==> src/rtl/opcode_decoder_seq.sv <==
// Registered opcode decoder with a one-hot instruction sequence counter.
// Flags illegal opcodes (single-cycle pulse) and counter overrun (sticky timeout).
module opcode_decoder_seq #(
    parameter int unsigned                OPCODE_W   = 3,
    parameter logic [2**OPCODE_W-1:0]     LEGAL_MASK = '1,
    parameter int unsigned                SC_W       = 4
) (
    input  logic                      clk,
    input  logic                      rst_n,
    input  logic                      in_valid,
    output logic                      in_ready,
    input  logic [OPCODE_W-1:0]       in_opcode,
    input  logic                      in_indirect,
    input  logic                      sc_clr,
    input  logic                      timeout_clr,
    output logic [2**OPCODE_W-1:0]    decoded,
    output logic                      indirect_q,
    output logic [2**SC_W-1:0]        timing,
    output logic                      busy,
    output logic                      illegal,
    output logic                      timeout
);

    localparam int unsigned DEC_W = 2**OPCODE_W;
    localparam int unsigned TIM_W = 2**SC_W;

    typedef enum logic {
        IDLE,
        ACTIVE
    } state_t;

    state_t              state_q, state_d;
    logic [SC_W-1:0]     sc_q, sc_d;
    logic [OPCODE_W-1:0] op_q, op_d;
    logic                ind_q, ind_d;
    logic                illegal_q, illegal_d;
    logic                timeout_q, timeout_d;
    logic                accept;
    logic                legal;
    logic                overrun;

    assign in_ready = (state_q == IDLE) ? 1'b1 : sc_clr;
    assign accept   = in_valid & in_ready;
    assign legal    = LEGAL_MASK[in_opcode];
    assign overrun  = (state_q == ACTIVE) && !sc_clr && (sc_q == '1);

    always_ff @(posedge clk or negedge rst_n) begin
        if (!rst_n) begin
            state_q   <= IDLE;
            sc_q      <= '0;
            op_q      <= '0;
            ind_q     <= 1'b0;
            illegal_q <= 1'b0;
            timeout_q <= 1'b0;
        end else begin
            state_q   <= state_d;
            sc_q      <= sc_d;
            op_q      <= op_d;
            ind_q     <= ind_d;
            illegal_q <= illegal_d;
            timeout_q <= timeout_d;
        end
    end

    always_comb begin
        state_d   = state_q;
        sc_d      = sc_q;
        op_d      = op_q;
        ind_d     = ind_q;
        illegal_d = 1'b0;
        timeout_d = timeout_q;

        if (state_q == ACTIVE) begin
            if (sc_clr || overrun) begin
                state_d = IDLE;
                sc_d    = '0;
                op_d    = '0;
                ind_d   = 1'b0;
            end else begin
                sc_d = sc_q + 1'b1;
            end
        end

        // Accept overrides the completion path so back-to-back loads have no bubble.
        if (accept) begin
            illegal_d = !legal;
            sc_d      = '0;
            if (legal) begin
                state_d = ACTIVE;
                op_d    = in_opcode;
                ind_d   = in_indirect;
            end else begin
                state_d = IDLE;
                op_d    = '0;
                ind_d   = 1'b0;
            end
        end

        if (overrun) begin
            timeout_d = 1'b1;
        end else if (timeout_clr) begin
            timeout_d = 1'b0;
        end
    end

    always_comb begin
        decoded = '0;
        timing  = '0;
        for (int unsigned i = 0; i < DEC_W; i++) begin
            decoded[i] = (state_q == ACTIVE) && (op_q == OPCODE_W'(i));
        end
        for (int unsigned i = 0; i < TIM_W; i++) begin
            timing[i] = (state_q == ACTIVE) && (sc_q == SC_W'(i));
        end
    end

    assign busy       = (state_q == ACTIVE);
    assign indirect_q = ind_q;
    assign illegal    = illegal_q;
    assign timeout    = timeout_q;

endmodule

==> config.mk <==
export PLATFORM = sky130hd
export DESIGN_NAME = opcode_decoder_seq
export DESIGN_NICKNAME = d
export VERILOG_FILES = /design/src/rtl/opcode_decoder_seq.sv
export SDC_FILE = /design/constraint.sdc
export NUM_CORES = 1
export LEC_CHECK = 0
export CAP_MARGIN = 25
export CORE_MARGIN = 2
export CORE_UTILIZATION = 35
export DETAILED_ROUTE_END_ITERATION = 10
export HOLD_SLACK_MARGIN = 0.1
export PLACE_DENSITY = 0.76
export SKIP_LAST_GASP = 1
export SYNTH_ARGS = -nofsm -noshare
export SYNTH_HDL_FRONTEND = slang
export SYNTH_SLANG_ARGS = --single-unit
==> constraint.sdc <==
create_clock -name clk -period 1.6 [get_ports clk]
set_input_delay 0.24 -clock clk [delete_from_list [all_inputs] [get_ports clk]]
set_output_delay 0.24 -clock clk [all_outputs]
set_load 0.01 [all_outputs]
==> results of run 1 <==
[cell type report]
class                   instances  area, µm²  share of cell area
clock buffers                   4       36.3              0.0291
flip-flops and latches         10        253               0.202
inverters                       4       17.5              0.0140
multi-input cells              67        472               0.378
well taps                      27       33.8              0.0271
repair buffers                 57        437               0.350
[cell usage in the layout (no fill, tap or decap), drive strengths merged]
cell,count
buf,30
o21ai,3
conb,1
nand2,12
a21o,1
o22ai,1
dfrtp,10
a32o,1
clkbuf,10
and2,4
a21oi,1
nor2b,2
nand3,1
and3,4
a22o,5
clkdlybuf4s15,2
o32ai,1
nand4b,1
nand2b,4
o221ai,1
nor3b,1
inv,4
nor3,3
dlygate4sd2,9
clkdlybuf4s50,10
ha,4
and2b,1
nor2,15
[cells in the mapped netlist]
| cell | number |
|---|---|
| sky130_fd_sc_hd__a21oi_1 | 1 |
| sky130_fd_sc_hd__o32ai_1 | 1 |
| sky130_fd_sc_hd__a32o_1 | 1 |
| sky130_fd_sc_hd__conb_1 | 1 |
| sky130_fd_sc_hd__o221ai_1 | 1 |
| sky130_fd_sc_hd__nor3_1 | 3 |
| sky130_fd_sc_hd__clkbuf_1 | 1 |
| sky130_fd_sc_hd__a21o_1 | 1 |
| sky130_fd_sc_hd__o22ai_1 | 1 |
| sky130_fd_sc_hd__nor3b_1 | 1 |
| sky130_fd_sc_hd__o21ai_1 | 2 |
| sky130_fd_sc_hd__buf_2 | 1 |
| sky130_fd_sc_hd__nor2_1 | 15 |
| sky130_fd_sc_hd__nand2_1 | 12 |
| sky130_fd_sc_hd__inv_2 | 1 |
| sky130_fd_sc_hd__nand2b_1 | 4 |
| sky130_fd_sc_hd__ha_1 | 4 |
| sky130_fd_sc_hd__o21ai_0 | 1 |
| sky130_fd_sc_hd__nand4b_1 | 1 |
| sky130_fd_sc_hd__and2_4 | 1 |
| sky130_fd_sc_hd__nand3_1 | 1 |
| sky130_fd_sc_hd__a22o_1 | 5 |
| sky130_fd_sc_hd__buf_4 | 2 |
| sky130_fd_sc_hd__and3_1 | 4 |
| sky130_fd_sc_hd__inv_1 | 3 |
| sky130_fd_sc_hd__and2b_4 | 1 |
| sky130_fd_sc_hd__dfrtp_1 | 10 |
| sky130_fd_sc_hd__and2_1 | 3 |
| sky130_fd_sc_hd__nor2b_1 | 2 |
[how the worst max path moves through the flow]
| stage | to | slack [ns] | depth (start not counted) |
|---|---|---|---|
| 3_5_place_dp | timing[6] | -0.13 | 5 |
| 4_1_cts | timing[6] | -0.21 | 6 |
| 3_3_place_gp | in_ready | -0.14 | 4 |
| 2_1_floorplan | timing[6] | 0.31 | 4 |
| 5_1_grt | timing[6] | -0.08 | 6 |
| 6_report | timing[6] | -0.008 | 6 |
[metrics by stage]
step           power, W  setup slack [ns]   TNS, ns
2_1_floorplan  0.000423             0.310         0
3_3_place_gp   0.000559            -0.139    -0.892
3_5_place_dp   0.000565            -0.130     -1.16
5_1_grt        0.000898           -0.0779    -0.230
6_report       0.000839          -0.00793  -0.00793
4_1_cts        0.000804            -0.207    -0.438
[kinds of logic (layout without fill, tap and decap cells)]
kind of cell             Yosys count  count (layout)  synth area share
flip-flops                        10              10             0.365
AND/OR/NAND/NOR                   48              48             0.347
buffers and inverters              8              65            0.0565
adder cells (fa/ha/maj)            4               4            0.0730
other                              1               1           0.00547
AO/OA/AOI/OAI                     14              14             0.153
[metal layers]
metal	track usage	wire (µm)	vias up
met1	0.226	821	383
met4	0.0162	21	0
met2	0.305	997	35
met3	0.0667	128	4
li1	-	-	399
met5	0	0	-
[critical path, cell delays in order (launching register included)]
cell and delay, ns:
sky130_fd_sc_hd__dfrtp_1 0.39, sky130_fd_sc_hd__buf_6 0.13, sky130_fd_sc_hd__inv_4 0.06, sky130_fd_sc_hd__ha_4 0.13, sky130_fd_sc_hd__nand2_2 0.07, sky130_fd_sc_hd__nor3b_2 0.18, sky130_fd_sc_hd__buf_2 0.15
[sequential cells by signal, summed over array words and instances, names as in the netlist]
name / cells
indirect_q: 1
busy: 1
sc_q: 4
timeout: 1
op_q: 3
[power by group]
group	total [W]	switching (W)	internal (W)
Sequential	0.000299	0.0000237	0.000275
Combinational	0.000320	0.000145	0.000175
Clock	0.000220	0.0000820	0.000138
Total	0.000839	0.000251	0.000588
[what timing repair did]
action                     CTS  global route
cloned                       0             0
hold buffers                 0             0
setup endpoints to repair   26            17
buffers inserted             7             2
gates resized for setup     63            28
pin swaps                    0             2
==> run_summary.xml, run 1 <==
<?xml version="1.0" encoding="UTF-8"?>
<metrics>
  <group name="power">
    <metric name="static-leakage-power" unit="nW">0.632</metric>
    <metric name="vdd_ir_drop_max" unit="mV">0.666</metric>
    <metric name="pwr_density_cell" unit="nW/µm²">672</metric>
  </group>
  <group name="finish">
    <metric name="antenna_cells" unit="">0</metric>
    <metric name="finish.net_count" unit="">156</metric>
    <metric name="area.growth.synth_to_final" unit="%">82.1</metric>
    <metric name="drive_above_1_share" unit="">0.415</metric>
    <metric name="layoutNonFillerInstCount" unit="">169</metric>
    <metric name="area_of_all_placed_cells_without_fillers" unit="µm²">1250</metric>
    <metric name="fillerInstances" unit="">162</metric>
    <metric name="finish.utilization" unit="">0.657</metric>
  </group>
  <group name="placed_design">
    <metric name="place.port_buffers" unit="">36</metric>
    <metric name="post-place-cells" unit="">156</metric>
    <metric name="dpl_wire_length" unit="µm">1440</metric>
    <metric name="postPlaceCellArea" unit="µm²">1150</metric>
    <metric name="routabilityCongestion" unit="">0.886</metric>
  </group>
  <group name="logic_synthesis">
    <metric name="cell_types_with_the_largest_area_share_after_synthesis" unit="">sky130_fd_sc_hd__dfrtp_1 36%, sky130_fd_sc_hd__nor2_1 8.2%, sky130_fd_sc_hd__ha_1 7.3%, sky130_fd_sc_hd__nand2_1 6.6%, sky130_fd_sc_hd__a22o_1 6.4%</metric>
    <metric name="synth_sequential_area_ratio" unit="">0.365</metric>
    <metric name="syn-cell-area" unit="µm²">686</metric>
    <metric name="ys_ff_latch" unit="">10</metric>
    <metric name="yosysTopAreaCell" unit="">sky130_fd_sc_hd__dfrtp_1</metric>
    <metric name="synth_top_cell_area_share" unit="">0.365</metric>
    <metric name="syn-num-nets" unit="">98</metric>
    <metric name="yosysUniqueCellTypes" unit="">29</metric>
    <metric name="synth_cells" unit="">85</metric>
    <metric name="synth_warnings" unit="">0</metric>
    <metric name="synthesis.area_per_instance" unit="µm²">8.07</metric>
  </group>
  <group name="critical_path">
    <metric name="reg2regPathDepth" unit="">6</metric>
    <metric name="critPathCaptureType" unit="">output port</metric>
    <metric name="crit_path_dat" unit="ns">1.37</metric>
    <metric name="cp-startpoint" unit="">sc_q[0]$_DFFE_PN0P_</metric>
    <metric name="capture_instance_of_the_worst_register_to_register_path" unit="">op_q[2]$_DFFE_PN0P_</metric>
    <metric name="register_to_register_path_setup_slack" unit="ns">0.12</metric>
    <metric name="crit_reg_reg_startpoint" unit="">sc_q[1]$_DFFE_PN0P_</metric>
    <metric name="critical_path_peak_fanout" unit="">3</metric>
    <metric name="worst_setup_path_start_kind" unit="">register</metric>
    <metric name="critical_path_class" unit="">register to output port</metric>
    <metric name="critical_path_required" unit="ns">1.36</metric>
  </group>
  <group name="grt">
    <metric name="via_count_of_the_first_global_routing_pass" unit="">651</metric>
    <metric name="grt_start_max_net_pins" unit="">12</metric>
    <metric name="grt_antenna_before_repair" unit="">0</metric>
    <metric name="gr-usage-all-layers" unit="">0.180</metric>
    <metric name="first_pass_grt_wire_length" unit="µm">2870</metric>
    <metric name="globalRoute.totalOverflow" unit="">0</metric>
  </group>
  <group name="timing">
    <metric name="timing.fmax" unit="MHz">622</metric>
    <metric name="final-max-slew-violation-count" unit="">0</metric>
    <metric name="setup_viol" unit="">1</metric>
    <metric name="grt_setup_unrepaired" unit="">true</metric>
    <metric name="final.hold.worst_slack" unit="ns">0.306</metric>
    <metric name="layout_worst_path_cycle_share" unit="">1.00</metric>
    <metric name="final-hold-violation-count" unit="">0</metric>
    <metric name="fin_ws" unit="ns">-0.00793</metric>
    <metric name="period_needed" unit="ns">1.61</metric>
    <metric name="worst_clock_skew" unit="ns">0.00460</metric>
  </group>
  <group name="clock_network">
    <metric name="ctsLongestPathBuffers" unit="">2</metric>
    <metric name="cts-root-buf" unit="">sky130_fd_sc_hd__clkbuf_4</metric>
    <metric name="clock_latency_late_sink" unit="ns">0.26</metric>
    <metric name="clk_pin_slew" unit="ns">0.06</metric>
    <metric name="clock_sinks" unit="">10</metric>
    <metric name="tritoncts_clock_tree" unit="">built</metric>
    <metric name="numCtsBuffers" unit="">3</metric>
    <metric name="ctsHtreeMaxLevel" unit="">1</metric>
  </group>
  <group name="route">
    <metric name="vias" unit="">821</metric>
    <metric name="vias_per_cell" unit="">4.86</metric>
    <metric name="drt-pass1-iter-count" unit="">4</metric>
    <metric name="avgRoutedWirePerCell" unit="µm">11.7</metric>
    <metric name="final_antenna_net_count" unit="">0</metric>
    <metric name="violation_count_after_the_first_detailed_route_iteration" unit="">22</metric>
    <metric name="drc" unit="">0</metric>
    <metric name="postRouteWirelength" unit="µm">1970</metric>
  </group>
  <group name="floorplan">
    <metric name="std_cell_rows" unit="">16</metric>
    <metric name="floorplan.initialDensity" unit="">0.361</metric>
    <metric name="num_io_pins" unit="">38</metric>
    <metric name="floorplan.die_area" unit="µm²">2330</metric>
    <metric name="die_w" unit="µm">48.3</metric>
    <metric name="design.core.area" unit="µm²">1900</metric>
    <metric name="fp.dieH" unit="µm">48.3</metric>
  </group>
  <group name="outcome">
    <metric name="outcome" unit="">complete, but fails checks</metric>
    <metric name="violations" unit="">negative setup slack</metric>
  </group>
  <group name="job">
    <metric name="max_cap_violation_count" unit="">0</metric>
  </group>
  <group name="min_path">
    <metric name="timing.hold.worst.class" unit="">input port to async pin</metric>
  </group>
</metrics>
Note: power is estimated with default switching activity, not from simulation.
==> run 2: changes to the inputs <==
--- a/config.mk
+++ b/config.mk
@@ -7,10 +7,10 @@
 export LEC_CHECK = 0
 export CAP_MARGIN = 25
 export CORE_MARGIN = 2
-export CORE_UTILIZATION = 35
+export CORE_UTILIZATION = 37
 export DETAILED_ROUTE_END_ITERATION = 10
 export HOLD_SLACK_MARGIN = 0.1
-export PLACE_DENSITY = 0.76
+export PLACE_DENSITY = 0.79
 export SKIP_LAST_GASP = 1
 export SYNTH_ARGS = -nofsm -noshare
 export SYNTH_HDL_FRONTEND = slang
==> run 2 against run 1 <==
Net effect:
- the flow still finishes with violations (negative setup slack)
- critical path type unchanged
- count of clock-buffer cells in the layout stayed put
- non-clock buffer count stayed put
- cell count is 1.2% lower
- critical endpoint unchanged
==> run_summary.xml, run 2 (same netlist as run 1, synthesis figures left out) <==
<?xml version="1.0" encoding="UTF-8"?>
<metrics>
  <group name="outcome">
    <metric name="violations" unit="">negative setup slack</metric>
    <metric name="outcome" unit="">complete, but fails checks</metric>
  </group>
  <group name="floorplan">
    <metric name="std_cell_rows" unit="">15</metric>
    <metric name="floorplan.initialDensity" unit="">0.397</metric>
    <metric name="num_io_pins" unit="">38</metric>
    <metric name="fp.dieH" unit="µm">47.0</metric>
    <metric name="floorplan.die_area" unit="µm²">2210</metric>
    <metric name="die_w" unit="µm">47.0</metric>
    <metric name="design.core.area" unit="µm²">1730</metric>
  </group>
  <group name="clock_network">
    <metric name="ctsHtreeMaxLevel" unit="">1</metric>
    <metric name="clock_latency_late_sink" unit="ns">0.27</metric>
    <metric name="numCtsBuffers" unit="">3</metric>
    <metric name="tritoncts_clock_tree" unit="">built</metric>
    <metric name="ctsLongestPathBuffers" unit="">2</metric>
    <metric name="cts_hold_buf" unit="">0</metric>
    <metric name="cts-root-buf" unit="">sky130_fd_sc_hd__clkbuf_4</metric>
    <metric name="clock_sinks" unit="">10</metric>
    <metric name="clk_pin_slew" unit="ns">0.07</metric>
  </group>
  <group name="placed_design">
    <metric name="postPlaceCellArea" unit="µm²">1140</metric>
    <metric name="routabilityCongestion" unit="">0.846</metric>
    <metric name="placement.setup.worst_slack" unit="ns">-0.128</metric>
    <metric name="place.port_buffers" unit="">36</metric>
    <metric name="dpl_wire_length" unit="µm">1520</metric>
    <metric name="post-place-cells" unit="">153</metric>
  </group>
  <group name="min_path">
    <metric name="timing.hold.worst.class" unit="">input port to async pin</metric>
  </group>
  <group name="critical_path">
    <metric name="critPathCaptureType" unit="">output port</metric>
    <metric name="critical_path_peak_fanout" unit="">3</metric>
    <metric name="crit_path_cell_trace" unit="">inv_2 &gt; ha_2 &gt; nand2_2 &gt; nor3b_1 &gt; clkbuf_2</metric>
    <metric name="critical_path_class" unit="">register to output port</metric>
    <metric name="cp_slowest_cell" unit="">sky130_fd_sc_hd__dfrtp_1</metric>
    <metric name="crit_path_dat" unit="ns">1.38</metric>
    <metric name="delay_of_the_slowest_critical_path_stage" unit="ns">0.41</metric>
    <metric name="worst_setup_path_start_kind" unit="">register</metric>
    <metric name="critical_path_required" unit="ns">1.36</metric>
  </group>
  <group name="timing">
    <metric name="fin_ws" unit="ns">-0.0179</metric>
    <metric name="layout_worst_path_cycle_share" unit="">1.01</metric>
    <metric name="grt_setup_unrepaired" unit="">true</metric>
    <metric name="final.hold.worst_slack" unit="ns">0.284</metric>
    <metric name="final-max-slew-violation-count" unit="">0</metric>
    <metric name="timing.fmax" unit="MHz">618</metric>
    <metric name="setup_viol" unit="">1</metric>
    <metric name="worst_clock_skew" unit="ns">0.00192</metric>
    <metric name="final-hold-violation-count" unit="">0</metric>
    <metric name="period_needed" unit="ns">1.62</metric>
  </group>
  <group name="finish">
    <metric name="mostFrequentLayoutCells" unit="">19 x sky130_fd_sc_hd__buf_4, 14 x sky130_fd_sc_hd__nor2_1, 13 x sky130_fd_sc_hd__buf_2, 10 x sky130_fd_sc_hd__clkdlybuf4s50_1, 9 x sky130_fd_sc_hd__nand2_1</metric>
    <metric name="area.growth.synth_to_final" unit="%">77.0</metric>
    <metric name="layoutNonFillerInstCount" unit="">167</metric>
    <metric name="finish.net_count" unit="">156</metric>
    <metric name="area_of_all_placed_cells_without_fillers" unit="µm²">1210</metric>
    <metric name="layout.cells.most_common" unit="">sky130_fd_sc_hd__buf_4</metric>
    <metric name="largest_registers" unit="">sc_q x4, op_q x3</metric>
    <metric name="top_register" unit="">sc_q</metric>
    <metric name="antenna_cells" unit="">0</metric>
    <metric name="finish.utilization" unit="">0.703</metric>
    <metric name="drive_above_1_share" unit="">0.423</metric>
    <metric name="number_of_flip_flops_under_the_largest_register_name" unit="">4</metric>
  </group>
  <group name="power">
    <metric name="clock_power_share" unit="">0.283</metric>
    <metric name="power_report.internal_total" unit="W">0.000580</metric>
    <metric name="share_comb_of_total_power" unit="">0.374</metric>
    <metric name="static-leakage-power" unit="nW">0.623</metric>
    <metric name="vdd_ir_drop_max" unit="mV">0.522</metric>
    <metric name="power_switching_share" unit="">0.318</metric>
    <metric name="switching_power" unit="W">0.000270</metric>
    <metric name="pwr_density_cell" unit="nW/µm²">701</metric>
    <metric name="sequentialPowerShare" unit="">0.343</metric>
  </group>
  <group name="job">
    <metric name="max_cap_violation_count" unit="">0</metric>
  </group>
  <group name="route">
    <metric name="drt-pass1-iter-count" unit="">4</metric>
    <metric name="vias" unit="">801</metric>
    <metric name="drc" unit="">0</metric>
    <metric name="violation_count_after_the_first_detailed_route_iteration" unit="">37</metric>
    <metric name="vias_per_cell" unit="">4.80</metric>
    <metric name="postRouteWirelength" unit="µm">2170</metric>
    <metric name="final_antenna_net_count" unit="">0</metric>
    <metric name="avgRoutedWirePerCell" unit="µm">13.0</metric>
  </group>
  <group name="grt">
    <metric name="via_count_of_the_first_global_routing_pass" unit="">729</metric>
    <metric name="gr-usage-all-layers" unit="">0.213</metric>
    <metric name="first_pass_grt_wire_length" unit="µm">3270</metric>
    <metric name="globalRoute.totalOverflow" unit="">0</metric>
    <metric name="grt_antenna_before_repair" unit="">0</metric>
    <metric name="grt_start_max_net_pins" unit="">12</metric>
  </group>
</metrics>
==> run 2: stage by stage <==
step / power [W] / TNS (ns)
after floorplan: 0.000423 / 0
after global placement: 0.000555 / -0.851
after detailed placement: 0.000560 / -1.18
after CTS: 0.000827 / -0.265
after global routing: 0.000899 / -0.173
final: 0.000850 / -0.0179
==> run 2: layout make-up <==
cell class	instances	area, µm²
Multi-Input combinational cell	67	457
Fill cell	147	513
Sequential cell	10	253
Clock buffer	4	36.3
Tap cell	25	31.3
Inverter	4	17.5
Timing Repair Buffer	57	419
==> run 2: per-layer routing <==
metal  vias to the layer above  wire, µm  track usage
li1                        399         -            -
met1                       372       956        0.300
met2                        26      1100        0.326
met3                         4        77       0.0231
met4                         0        27        0.100
met5                         -         0            0
==> run 2: worst max-delay path: cells and delay by family (launching register included) <==
family / cells / cell delay [ns]
DFF: 1 / 0.41
buffers and inverters: 2 / 0.26
and+or+nand+nor: 2 / 0.25
adders and majority gates: 1 / 0.18
==> run 2: power groups by stage <==
stage | clock network [W] | registers (W) | logic (W)
finish | 0.000241 | 0.000292 | 0.000318
CTS | 0.000244 | 0.000289 | 0.000294
detailed placement | 0 | 0.000308 | 0.000252
global route | 0.000254 | 0.000295 | 0.000350
global placement | 0 | 0.000306 | 0.000249
floorplan | 0 | 0.000302 | 0.000121
==> run 2: path summary, 6_finish.rpt <==
path,startpoint,end,cells past startpoint,slack [ns]
min in group clk,indirect_q$_DFFE_PN0P_,indirect_q$_DFFE_PN0P_,1,0.52
hold / removal,rst_n,timeout$_DFFE_PN0P_,1,0.28
setup reg to reg,sc_q[0]$_DFFE_PN0P_,indirect_q$_DFFE_PN0P_,6,0.13
setup / recovery,sc_q[0]$_DFFE_PN0P_,timing[6],5,-0.02
max in group asynchronous,rst_n,busy$_DFF_PN0_,1,0.97
hold reg to reg,indirect_q$_DFFE_PN0P_,indirect_q$_DFFE_PN0P_,1,0.52
==> run 2: timing repair <==
action,4_1_cts,5_1_grt
hold endpoints to repair,0,0
pin swaps,1,1
setup endpoints to repair,26,17
resized for setup,71,24
buffers inserted,10,0
==> RTL edit 1, RTL diff (flow settings as in run 2) <==
Reset style: synchronous (`rst_n`), changed in one clocked block.
--- a/src/rtl/opcode_decoder_seq.sv
+++ b/src/rtl/opcode_decoder_seq.sv
@@ -44,7 +44,7 @@
     assign legal    = LEGAL_MASK[in_opcode];
     assign overrun  = (state_q == ACTIVE) && !sc_clr && (sc_q == '1);
 
-    always_ff @(posedge clk or negedge rst_n) begin
+    always_ff @(posedge clk) begin
         if (!rst_n) begin
             state_q   <= IDLE;
             sc_q      <= '0;
Check against the original RTL: differs if rst_n is asserted again (counterexample within 4 cycles, from zero or initial values and one cycle with rst_n low); with rst_n held inactive, the same outputs for 10 cycles.
==> RTL edit 1 against run 2 <==
Cell area down 2.7%; area after synthesis down 0.18%; sequential cell count unchanged; count of clock-buffer cells in the layout unchanged; critical path depth down 2; routed wire length down 10%; largest cell class unchanged; setup slack better by 0.074 ns; sequential share of layout area down 2.3 points.
Power is not compared: it rests on default switching activity, and its combinational part moved more than twofold at a synthesized area within 25%.
==> RTL edit 1: results (changes against run 2) <==
Yosys attributes the largest share of cell area to dfxtp_1, and2_1, ha_1. The maximum single-stage delay on the critical path was 0.38 ns (-0.03 ns). The net count reported at finish was 146 (-6.4%). The classification of the worst-slack hold path is reg -> reg. The proportion of layout cells with a drive suffix above 1 came out at 0.3788 (-0.04375). The final worst hold slack is 0.5013 ns (+0.2177 ns), and the number of global-route vias before repair is 751 (+3.0%).

For this design, the slowest cell found on the critical path is dfxtp_4. The share of flip-flops with an asynchronous set or reset is 0 (-1.000), and the area added between synthesis and finish is 72.58%. The number of fill cells in the layout is 146 (-0.68%), and the number of standard cells in the layout, taps in and fillers out is 157 (-6.0%). Ranked by instance count, the synthesized netlist is headed by and2_1, dfxtp_1, nor2_1, nand2_1. The cell family contributing the most delay on the critical path is simple AND/OR/NAND/NOR gates. For the wire length of the first global-routing pass, the log shows 3077 µm (-5.9%). The average cell area after synthesis was 8.449 µm² (+4.7%); the worst endpoint data arrival time was 1.30 ns (-0.08 ns). The logs give -0.09642 ns (+0.03197 ns) for the worst setup slack before clock tree synthesis and 0.003613 ns (+0.001696 ns) for the worst clock skew. The run finished with clean final reports. The largest driver fanout on the critical path was 5 (+2); the via count normalized by instance count was 4.860 (+1.3%).

The DRC marker count from the first detailed-route iteration is 9 (-76%). For the synthesized net count, the log shows 94 (-4.1%). Distinct cell type count after synthesis: 30 (+3.4%).
## RTL edit 1: cell types whose count changed after synthesis, moves of 3 or more
cell            run 2  this run
dfrtp_1            10         0
dfxtp_1             0        10
nand2_1            12         5
a22o_1              5         0
and2_1              3        12
nor2_1             15         9
a32o_1              1         4
## RTL edit 1: worst max-delay path by stage
stage,startpoint,end,cells after the start
2_1_floorplan,busy,decoded[0],3
4_1_cts,sc_q[0],timing[15],4
6_report,sc_q[3],timing[7],3
3_3_place_gp,busy,timing[3],3
5_1_grt,sc_q[3],timing[7],3
3_5_place_dp,busy,decoded[0],3
## RTL edit 1: layout make-up
type                       instances  area, µm²  area share
tap                               25      31.28     0.02648
sequential                        10      219.0      0.1854
inverter                           4      15.01     0.01271
timing repair buffer              49      392.9      0.3326
multi-input combinational         65      486.7      0.4121
clock buffer                       4      36.28     0.03072
## RTL edit 1: logic make-up (layout without fill, tap and decap cells)
group,count (synthesis),after routing,synth area share
flip-flops,10,10,0.2925
other,1,1,0.005479
XOR/XNOR,1,1,0.01280
AND/OR/NAND/NOR,46,46,0.4260
adder cells (fa/ha/maj),4,4,0.07313
AO/OA/AOI/OAI,13,13,0.1408
buffers and inverters,6,57,0.04936
## RTL edit 1: routing by layer
| metal | wire length (µm) | vias to the layer above | global-route usage |
|---|---|---|---|
| met5 | 0 | - | 0 |
| met4 | 18 | 0 | 0.1111 |
| met3 | 87 | 2 | 0.02692 |
| met2 | 1062 | 23 | 0.3781 |
| met1 | 779 | 353 | 0.2079 |
| li1 | - | 385 | - |
## RTL edit 1: timing repair
action | CTS | global route
gates resized for setup | 41 | 35
endpoints found under the setup margin | 26 | 20
setup buffers | 1 | 0
## RTL edit 1: report_power, final
group / switching [mW] / internal, mW
clock: 0.0808 / 0.138
sequential: 0.0116 / 0.252
combinational: 0.0468 / 0.0619
==> RTL edit 2, RTL diff (flow settings as in run 2) <==
Without the edit above. The parameter `OPCODE_W` goes from 3 to 5.
--- a/src/rtl/opcode_decoder_seq.sv
+++ b/src/rtl/opcode_decoder_seq.sv
@@ -1,7 +1,7 @@
 // Registered opcode decoder with a one-hot instruction sequence counter.
 // Flags illegal opcodes (single-cycle pulse) and counter overrun (sticky timeout).
 module opcode_decoder_seq #(
-    parameter int unsigned                OPCODE_W   = 3,
+    parameter int unsigned                OPCODE_W   = 5,
     parameter logic [2**OPCODE_W-1:0]     LEGAL_MASK = '1,
     parameter int unsigned                SC_W       = 4
 ) (
Interface: changed (resized decoded and in_opcode); port bits go from 38 to 64. No check against the original RTL was run, so the function may have changed too.
==> RTL edit 2 against run 2 <==
Routed wire length is 69% higher; area after synthesis is 33% higher; largest power group unchanged; clock power is 3% higher; cell area is 56% higher; count of clock-buffer cells in the layout stayed put; critical path depth is 1 lower; hold slack better by 0.022 ns; non-clock buffer count is 40 higher; sequential cell count is 2 higher; the flow still finishes with violations (negative setup slack); power is 31% higher; setup slack worse by 0.039 ns; cell count is 51% higher; die area is 30% higher; highest routed layer unchanged.
==> RTL edit 2: results (changes against run 2) <==
Primary flip-flop cell chosen by synthesis mapping: dfrtp_1. The net count reported at finish was 238 (+53%); the average cell area after synthesis was 7.090 µm² (-12%). The run gives 228 (+49%) as the number of cells in the design after placement. Tracing the worst setup path back leads to its startpoint at op_q[3].

The total cell area at the placement stage came out at 0.001642 mm² (+44%). The aggregate global-route resource usage is 0.2497 (+0.03678), and the register-to-register setup slack is 0.18 ns (+0.05 ns). By area the synthesized netlist is led by dfrtp_1, nor2_1, a22o_1.

Counting instances in the post-synthesis netlist gives the leading cell types as nor2_1, dfrtp_1, nand2_1, nand2b_1, a22o_1. The number of I/O port buffers was 62 (+72%). The largest registers in the layout are op_q x5, sc_q x4.

The logs give 0.9392 nW (+51%) for the leakage power and 2205 µm (+45%) for the sum of net half-perimeters after detailed placement. The part of the Yosys area used for sequential elements was 0.3283 (-0.03665); the worst endpoint data arrival time was 1.42 ns (+0.04 ns). The final reports fail on negative setup slack.

The wire length of the first global-routing pass came out at 5313 µm (+62%). The via count normalized by instance count is 4.988 (+4.0%). The worst setup margin was -0.05710 ns (-0.03925 ns); the number of fill cells in the layout was 169 (+15%).

Total CTS buffers: 3 (unchanged). The flow ran to the end, but the final reports show violations. The count of H-tree levels built during CTS came out at 1 (unchanged).

The worst register-to-register path begins at sc_q[2]. The number of setup violations in the final report was 18 (+17); the routed length per placed instance was 14.54 µm (+12%). Largest driver fanout on the critical path: 4 (+1). The count of TritonRoute iterations in the first routing pass was 6 (+2); the number of global-route vias before repair was 1,198 (+64%). The run gives 0 (unchanged) as the initial antenna violation count. The worst setup slack before clock tree synthesis came out at -0.1077 ns (+0.02071 ns).

The DRC marker count from the first detailed-route iteration is 16 (-57%), and the final RePlAce weighted congestion is 0.9150 (+8.2%). The setup TNS came out at -0.4802 ns (-0.4623 ns). Total detailed-routing wirelength: 3665 µm (+69%).

The synthesized net count was 144 (+47%). Final worst hold slack: 0.3060 ns (+0.02244 ns). The maximum number of pins on one net before global-route repair is 13 (+1), and the proportion of layout cells with a drive suffix above 1 is 0.6171 (+0.1946).
## RTL edit 2: changes by cell type after synthesis, moves of 2 or more
cell	run 2	this run
nor2_1	15	49
and2_1	3	0
clkbuf_1	1	4
nand3_1	1	5
and3_1	4	1
nand2b_1	4	7
o21ai_1	2	0
dfrtp_1	10	12
o31ai_1	0	2
## RTL edit 2: power breakdown
part	switching (mW)	leakage [nW]	total, mW	internal [mW]
combinational	0.251	0.769	0.503	0.252
clock	0.110	0.0210	0.249	0.139
sequential	0.0310	0.150	0.359	0.328
## RTL edit 2: worst paths after layout
check                                   end  depth (start not counted)
worst min-delay path                sc_q[1]                          1
min in group clk                 indirect_q                          1
worst max register to register      op_q[2]                          5
worst min register to register   indirect_q                          1
max in group asynchronous           op_q[2]                          1
worst max-delay path            decoded[21]                          4
## RTL edit 2: layer usage
layer	vias to the layer above	track usage	share of wire
met5	-	0	0
met4	0	0.1154	0.0076
met3	3	0.05833	0.089
met2	64	0.4533	0.51
met1	583	0.2705	0.39
li1	607	-	-
## RTL edit 2: worst max-delay path, stage by stage (launching register included)
cell and delay [ns]:
dfrtp_1 0.43, nor2b_4 0.19, nand3_2 0.14, nor2_1 0.10, dlygate4sd2_1 0.27
## RTL edit 2: kinds of logic after synthesis
group | synth area share
buf+inv | 0.06703
fa+ha+maj | 0.05472
simple gates | 0.3981
other cells | 0.004100
compound gates | 0.1477
flops | 0.3283
## RTL edit 2: final cells by class
class                      instances  area (µm²)  area share
multi-input combinational        105       788.3      0.4164
timing repair buffer              97       700.7      0.3701
sequential                        12       305.3      0.1613
tap                               30       37.54     0.01983
clock buffer                       4       36.28     0.01917
inverter                           4       25.02     0.01322
## RTL edit 2: timing repair
action	4_1_cts	5_1_grt
gates resized for setup	149	112
pin swaps	9	17
buffers inserted	15	6
setup endpoints to repair	50	49
